--- src/rtl/reg_file_flags.sv ---
// Architectural register file with write-through bypass, plus the ALU status-flag
// store (shift-carry, zero, parity) that feeds carry back into multi-byte chains.
module reg_file_flags #(
  parameter int W  = 8,
  parameter int AW = 3
) (
  input  logic          clk,
  input  logic          rst_n,
  input  logic [AW-1:0] rd_addr_a,
  input  logic [AW-1:0] rd_addr_b,
  output logic [W-1:0]  rd_a,
  output logic [W-1:0]  rd_b,
  input  logic          wr_en,
  input  logic [AW-1:0] wr_addr,
  input  logic [W-1:0]  wr_data,
  input  logic          flag_we,
  input  logic          sc_clr,
  input  logic          sc_in,
  input  logic          zero_in,
  input  logic          pari_in,
  output logic          sc_q,
  output logic          zero_q,
  output logic          pari_q
);

  localparam int NREG = 2 ** AW;

  logic [W-1:0] regs_r [NREG];
  logic         hit_a_s;
  logic         hit_b_s;

  // Register storage: cleared asynchronously, one write port.
  always_ff @(posedge clk or negedge rst_n) begin
    if (!rst_n) begin
      for (int i = 0; i < NREG; i++) begin
        regs_r[i] <= '0;
      end
    end else if (wr_en) begin
      regs_r[wr_addr] <= wr_data;
    end
  end

  // Flag store: reset matches an all-zero result; carry clear outranks a flag load.
  always_ff @(posedge clk or negedge rst_n) begin
    if (!rst_n) begin
      sc_q   <= 1'b0;
      zero_q <= 1'b1;
      pari_q <= 1'b0;
    end else begin
      if (sc_clr) begin
        sc_q <= 1'b0;
      end else if (flag_we) begin
        sc_q <= sc_in;
      end
      if (flag_we) begin
        zero_q <= zero_in;
        pari_q <= pari_in;
      end
    end
  end

  // Read ports: a single 2:1 bypass mux per port keeps wr_data -> ALU operand short.
  always_comb begin
    hit_a_s = wr_en && (rd_addr_a == wr_addr);
    hit_b_s = wr_en && (rd_addr_b == wr_addr);
    if (hit_a_s) begin
      rd_a = wr_data;
    end else begin
      rd_a = regs_r[rd_addr_a];
    end
    if (hit_b_s) begin
      rd_b = wr_data;
    end else begin
      rd_b = regs_r[rd_addr_b];
    end
  end

endmodule

--- config.mk ---
export PLATFORM = sky130hd
export DESIGN_NAME = reg_file_flags
export DESIGN_NICKNAME = d
export VERILOG_FILES = /design/src/rtl/reg_file_flags.sv
export SDC_FILE = /design/constraint.sdc
export NUM_CORES = 1
export LEC_CHECK = 0
export BUFFER_PORTS_ARGS = -buffer_cell sky130_fd_sc_hd__buf_2
export CAP_MARGIN = 20
export CORE_MARGIN = 10
export CORE_UTILIZATION = 41
export CTS_BUF_LIST = sky130_fd_sc_hd__clkbuf_2
export DETAILED_ROUTE_END_ITERATION = 8
export MAX_ROUTING_LAYER = met4
export PLACE_DENSITY = 0.58
export SLEW_MARGIN = 20
export SYNTH_ARGS = -nofsm -noshare
export SYNTH_HDL_FRONTEND = slang
export SYNTH_SLANG_ARGS = --single-unit
--- constraint.sdc ---
create_clock -name clk -period 2.15 [get_ports clk]
set_clock_uncertainty 0.2 [all_clocks]
set_input_delay 0.1075 -clock clk [delete_from_list [all_inputs] [get_ports clk]]
set_output_delay 0.1075 -clock clk [all_outputs]
set_load 0.1 [all_outputs]
-- After elaboration in Yosys (flattened, before gate mapping)
Cells that the tools add are included.
- latch bits: 0
- memories: 0
- logic and storage cells: 37
- ROM bits: 0
- register bits: 67
- output and inout port bits: 19
- bits in writable memories: 0
- shifts and indexed selects: 0
- add/sub/neg operators: 0
- div/mod/pow operators: 0
- reduce and logical (&&, ||, !) cells: 4
- mux-type cells: 13
- bitwise operators: 3
- multiply operators: 0
- equal/unequal tests: 2
- order comparisons: 4
- operators with widths (kind ; count):
    64-bit bitwise mux ; 1
    8-bit 2-to-1 mux ; 7
    8-bit binary-select mux with 3-bit select ; 2
    8-bit demux with 3-bit select ; 1
    4-bit greater-or-equal comparator (second input constant) ; 3
    3-bit NOT with 4-bit output ; 3
    3-bit == test ; 2
    4-bit by 1-bit < comparator with 1-bit output (second input constant) ; 1
    1-bit logical AND ; 3
    1-bit 2-to-1 mux ; 2
    2-bit nonzero test ; 1

-- Depth between registers and ports, before layout
- word-level depth: 6
- depth in mapped cells: 5
- gate-level depth less buffers: 3

-- Worst setup path after synthesis
OpenSTA, ideal clock, no wires.
- path type: input port to output port
- start point: in rd_addr_a[0]
- end point: out rd_a[0]
- setup slack: 0.258 ns
- required time: 1.842 ns
- cell stages on the path: 5
- path buffers: 2
- arrival time: 1.584 ns
- path through: buf_6 -> buf_12 -> mux4_2 -> mux2_2 -> mux2_2
- cells in the longest elaborated chain, start to end: 5
- elaborated cells on any way between the ends: 7
- ends and longest elaborated chain (item ; RTL line ; source):
    from (decl) ; 9 ; input logic [AW-1:0] rd_addr_a,
    3-bit NOT with 4-bit output (not written as such) ; 69 ; rd_a = regs_r[rd_addr_a];
    8-bit binary-select mux with 3-bit select ; 69 ;
    8-bit 2-to-1 mux (not written as such) (2 in a row) ; 69 ;
    8-bit 2-to-1 mux (*) ; 66 ; if (hit_a_s) begin
    to (decl) ; 11 ; output logic [W-1:0] rd_a,
Mark *: on every way between the ends. The rest lies on a longest branch, timed or not. The select of a mux whose other input is x is not followed.

-- Final worst setup path
- start point: reg regs_r[24] (netlist bit)
- end point: out rd_b[0]
- cells in the longest elaborated chain, start to end: 4
- ends and longest elaborated chain (item ; RTL line ; source):
    from (decl) ; 28 ; logic [W-1:0] regs_r [NREG];
    from (signal, indexed assignment) ; 39 ; regs_r[wr_addr] <= wr_data;
    8-bit binary-select mux with 3-bit select ; 74 ; rd_b = regs_r[rd_addr_b];
    8-bit 2-to-1 mux (not written as such) (2 in a row) ; 74 ;
    8-bit 2-to-1 mux ; 71 ; if (hit_b_s) begin
    to (decl) ; 12 ; output logic [W-1:0] rd_b,
No other way between the ends. The select of a mux whose other input is x is not followed.

==> qor.csv <==
metric;value;unit
outcome;complete, but fails checks;
violations in the final reports;setup timing;
TritonCTS buffer count;9;
critical path startpoint category;flip-flop;
source of the worst hold timing path;wr_addr[2];
vias in the first global route;2784;
CTS root buffer;sky130_fd_sc_hd__clkbuf_2;
number of rows in the core area;35;
CP max stage cell;sky130_fd_sc_hd__mux4_2;
number of antenna violations at the first check in global routing;0;
critical path start-end classification;reg2out;
Tightest Hold Check Type;in2reg;
share of the clock period used by the worst path;116;%
setup slack after layout;-0.341;ns
Worst IR Drop VDD;0.524;mV
Core Box Area;9240;um2
Placement Setup Slack;0.0707;ns
clock sinks;67;
hold slack final;0.0373;ns
ant diodes;0;
net switching power figure;1.84;mW
reg-to-reg slack, setup;0.62;ns
Detail Route Antenna Nets;0;
Synth Instances;239;
endpoint of the most critical register-to-register path;pari_q$_DFFE_PN0P_;
via count normalized by instance count;5.35;
depth of the worst hold-timing path;4;
largest fanout on the critical path;3;
fraction of final layout cells sized beyond drive strength 1;68.0;%
Max-Cap Viols;0;
max-slew violations;0;
CP peak stage delay;0.47;ns
worst hold path endpoint;regs_r[44]$_DFFE_PN0P_;
total number of H-tree levels;3;
post-route minimum period;2.49;ns
initial standard-cell utilization of the core;42.2;%
GRT Util Overall;14.9;%
DRC Markers;0;
final setup violation count;16;
worst reg2reg startpoint;pari_q$_DFFE_PN0P_;
relative contribution of sequential cells to total power;35.2;%
die height;118;um
transition time at the pin with the least slew margin;0.493;ns
post-route setup TNS;-4.58;ns
post-detailed-route wirelength per cell;21.4;um
DP HPWL;6.61;mm
placer congestion estimate;0.779;
wire length of the first global-routing pass;15.7;mm
port bufs;43;
category of the worst setup path capture point;primary output;
part of the power in the clock network;18.1;%
critical path data required time;1.84;ns
Total Wirelength;9.96;mm
net count after synthesis;264;
CTS tree;built;
number of cells traversed by the worst register-to-register path;2;
worst max-slew margin expressed relative to the limit;67.4;%
internal power contribution;3.07;mW
Post-Syn Area per Cell;16.3;um2
ordered cell list for the critical path;mux4_2, mux2_2, mux2_4, buf_12;
register clock-pin slew on the reported worst setup and hold paths;0.24;ns
total I/O pin count;44;
fraction of power spent switching nets;37.5;%
cell area after synthesis;3900;um2
clock latency of the later-clocked register in the worst-skew pair;0.51;ns
synth warn;0;
maximum clock rate;0.401;GHz
first-pass detailed-route iteration total;4;
fraction of the yosys area taken by sequential cells;43.0;%
PnR Total Power;4.91;mW
#FFs+latches synth;67;
final core occ;55.2;%
starting DRC count in detailed routing;84;
number of distinct library cells after synthesis;21;
width of the chip;118;um
Clock Tree Buf Depth;2;
number of nets in the layout;357;
cell area power density;962;nW/um2
maximum number of pins on one net before global-route repair;68;
area of the die;13800;um2
Static Leak;2.21;nW
total grt overflow;0;
setup repair after global routing missed its margin;true;
combinational group share of total power;46.6;%
count of filler cells inserted in the layout;782;
total vias in the final route;2492;
data arrival at the endpoint of the critical path;2.18;ns
count of final hold-check violations;0;
synthesis-to-layout area growth;30.7;%
## what timing repair did
| action | 4_1_cts | 5_1_grt |
|---|---|---|
| endpoints found under the setup margin | 16 | 16 |
| gates resized for setup | 46 | 1 |
| hold endpoints to repair | 134 | 0 |
| hold buffers | 26 | 0 |
| cloned | 0 | 0 |
| setup buffers | 6 | 3 |
## cell type report
cell class | count | area [um2] | share of cell area, %
Multi-Input combinational cell | 150 | 2080 | 40.7
Timing Repair Buffer | 104 | 1040 | 20.4
Tap cell | 129 | 161 | 3.17
Clock buffer | 10 | 50.0 | 0.982
Clock inverter | 6 | 90.1 | 1.77
Sequential cell | 67 | 1680 | 32.9
## critical path: cells and delay by family (launching register included)
kind,cells,cell delay [ns]
DFF,1,0.46
buffers and inverters,1,0.17
muxes,3,1.02
## cell usage in the layout (no fill, tap or decap), drive strengths merged
master and instances:
dfstp 1, dfrtp 66, nor3 2, nand2b 1
mux4 32, clkinvlp 1, nand4b 3, buf 78
bufinv 2, mux2 98, nor3b 2, nand2 1
clkinv 3, xnor2 6, nor2 1, dlygate4sd3 26
mux2i 1, clkbuf 10, nand4 3
## power by group through the flow
stage / clock [mW] / sequential, mW / combinational [mW]
global route: 0.965 / 1.76 / 2.39
CTS: 0.901 / 1.72 / 2.29
detailed placement: 0 / 1.74 / 2.07
global placement: 0 / 1.72 / 2.05
floorplan: 0 / 1.70 / 1.47
finish: 0.890 / 1.73 / 2.29
## per-stage QoR
stage / area [um2] / instances
floorplan: 3900 / 239
global placement: 4590 / 415
detailed placement: 4590 / 415
CTS: 5070 / 463
global route: 5100 / 466
finish: 5100 / 466
## sequential cells by signal, summed over array words and instances, names as in the netlist
name	cells
regs_r	64
sc_q	1
zero_q	1
pari_q	1
## layer usage
layer / part of all wire, % / vias up / GRT usage, %
met3: 3.6 / 8 / 2.21
met5: 0 / - / -
met1: 43 / 1319 / 18.1
li1: - / 1111 / -
met4: 0.89 / 0 / 4.17
met2: 53 / 54 / 25.4
## how the worst max path moves through the flow
stage	from	endpoint	slack, ns	depth (start not counted)
after floorplan	rd_addr_a[0]	rd_a[0]	0.26	5
after global placement	rd_addr_b[0]	rd_b[3]	0.1	6
after detailed placement	rd_addr_b[0]	rd_b[3]	0.07	6
after CTS	regs_r[0]$_DFFE_PN0P_	rd_b[0]	-0.35	4
after global routing	regs_r[40]$_DFFE_PN0P_	rd_b[0]	-0.43	4
final	regs_r[24]$_DFFE_PN0P_	rd_b[0]	-0.34	4
## cells in the mapped netlist
master,n,area (um2)
sky130_fd_sc_hd__buf_2,4,20.0
sky130_fd_sc_hd__nand4b_1,3,26.3
sky130_fd_sc_hd__dfrtp_1,66,1650
sky130_fd_sc_hd__mux2_2,96,1080
sky130_fd_sc_hd__mux2_4,2,30.0
sky130_fd_sc_hd__nor2_1,1,3.75
sky130_fd_sc_hd__xnor2_1,6,52.6
sky130_fd_sc_hd__clkbuf_1,4,15.0
sky130_fd_sc_hd__mux4_2,14,315
sky130_fd_sc_hd__dfstp_2,1,26.3
sky130_fd_sc_hd__mux2i_1,1,10.0
sky130_fd_sc_hd__nand2b_1,1,6.26
sky130_fd_sc_hd__nand2_1,1,3.75
sky130_fd_sc_hd__mux4_1,18,473
sky130_fd_sc_hd__nand4_1,3,18.8
sky130_fd_sc_hd__buf_8,2,30.0
sky130_fd_sc_hd__nor3_2,2,20.0
sky130_fd_sc_hd__buf_1,8,30.0
sky130_fd_sc_hd__nor3b_2,2,25.0
sky130_fd_sc_hd__buf_12,2,40.0
sky130_fd_sc_hd__buf_6,2,22.5
## cell families after synthesis
| kind of cell | count (synthesis) | share of synthesized area (%) |
|---|---|---|
| buffers and inverters | 22 | 4.04 |
| multiplexers | 131 | 48.9 |
| AND/OR/NAND/NOR | 13 | 2.66 |
| flip-flops | 67 | 43.0 |
| XOR/XNOR | 6 | 1.35 |
No activity file was read; power rests on OpenSTA's default activity.
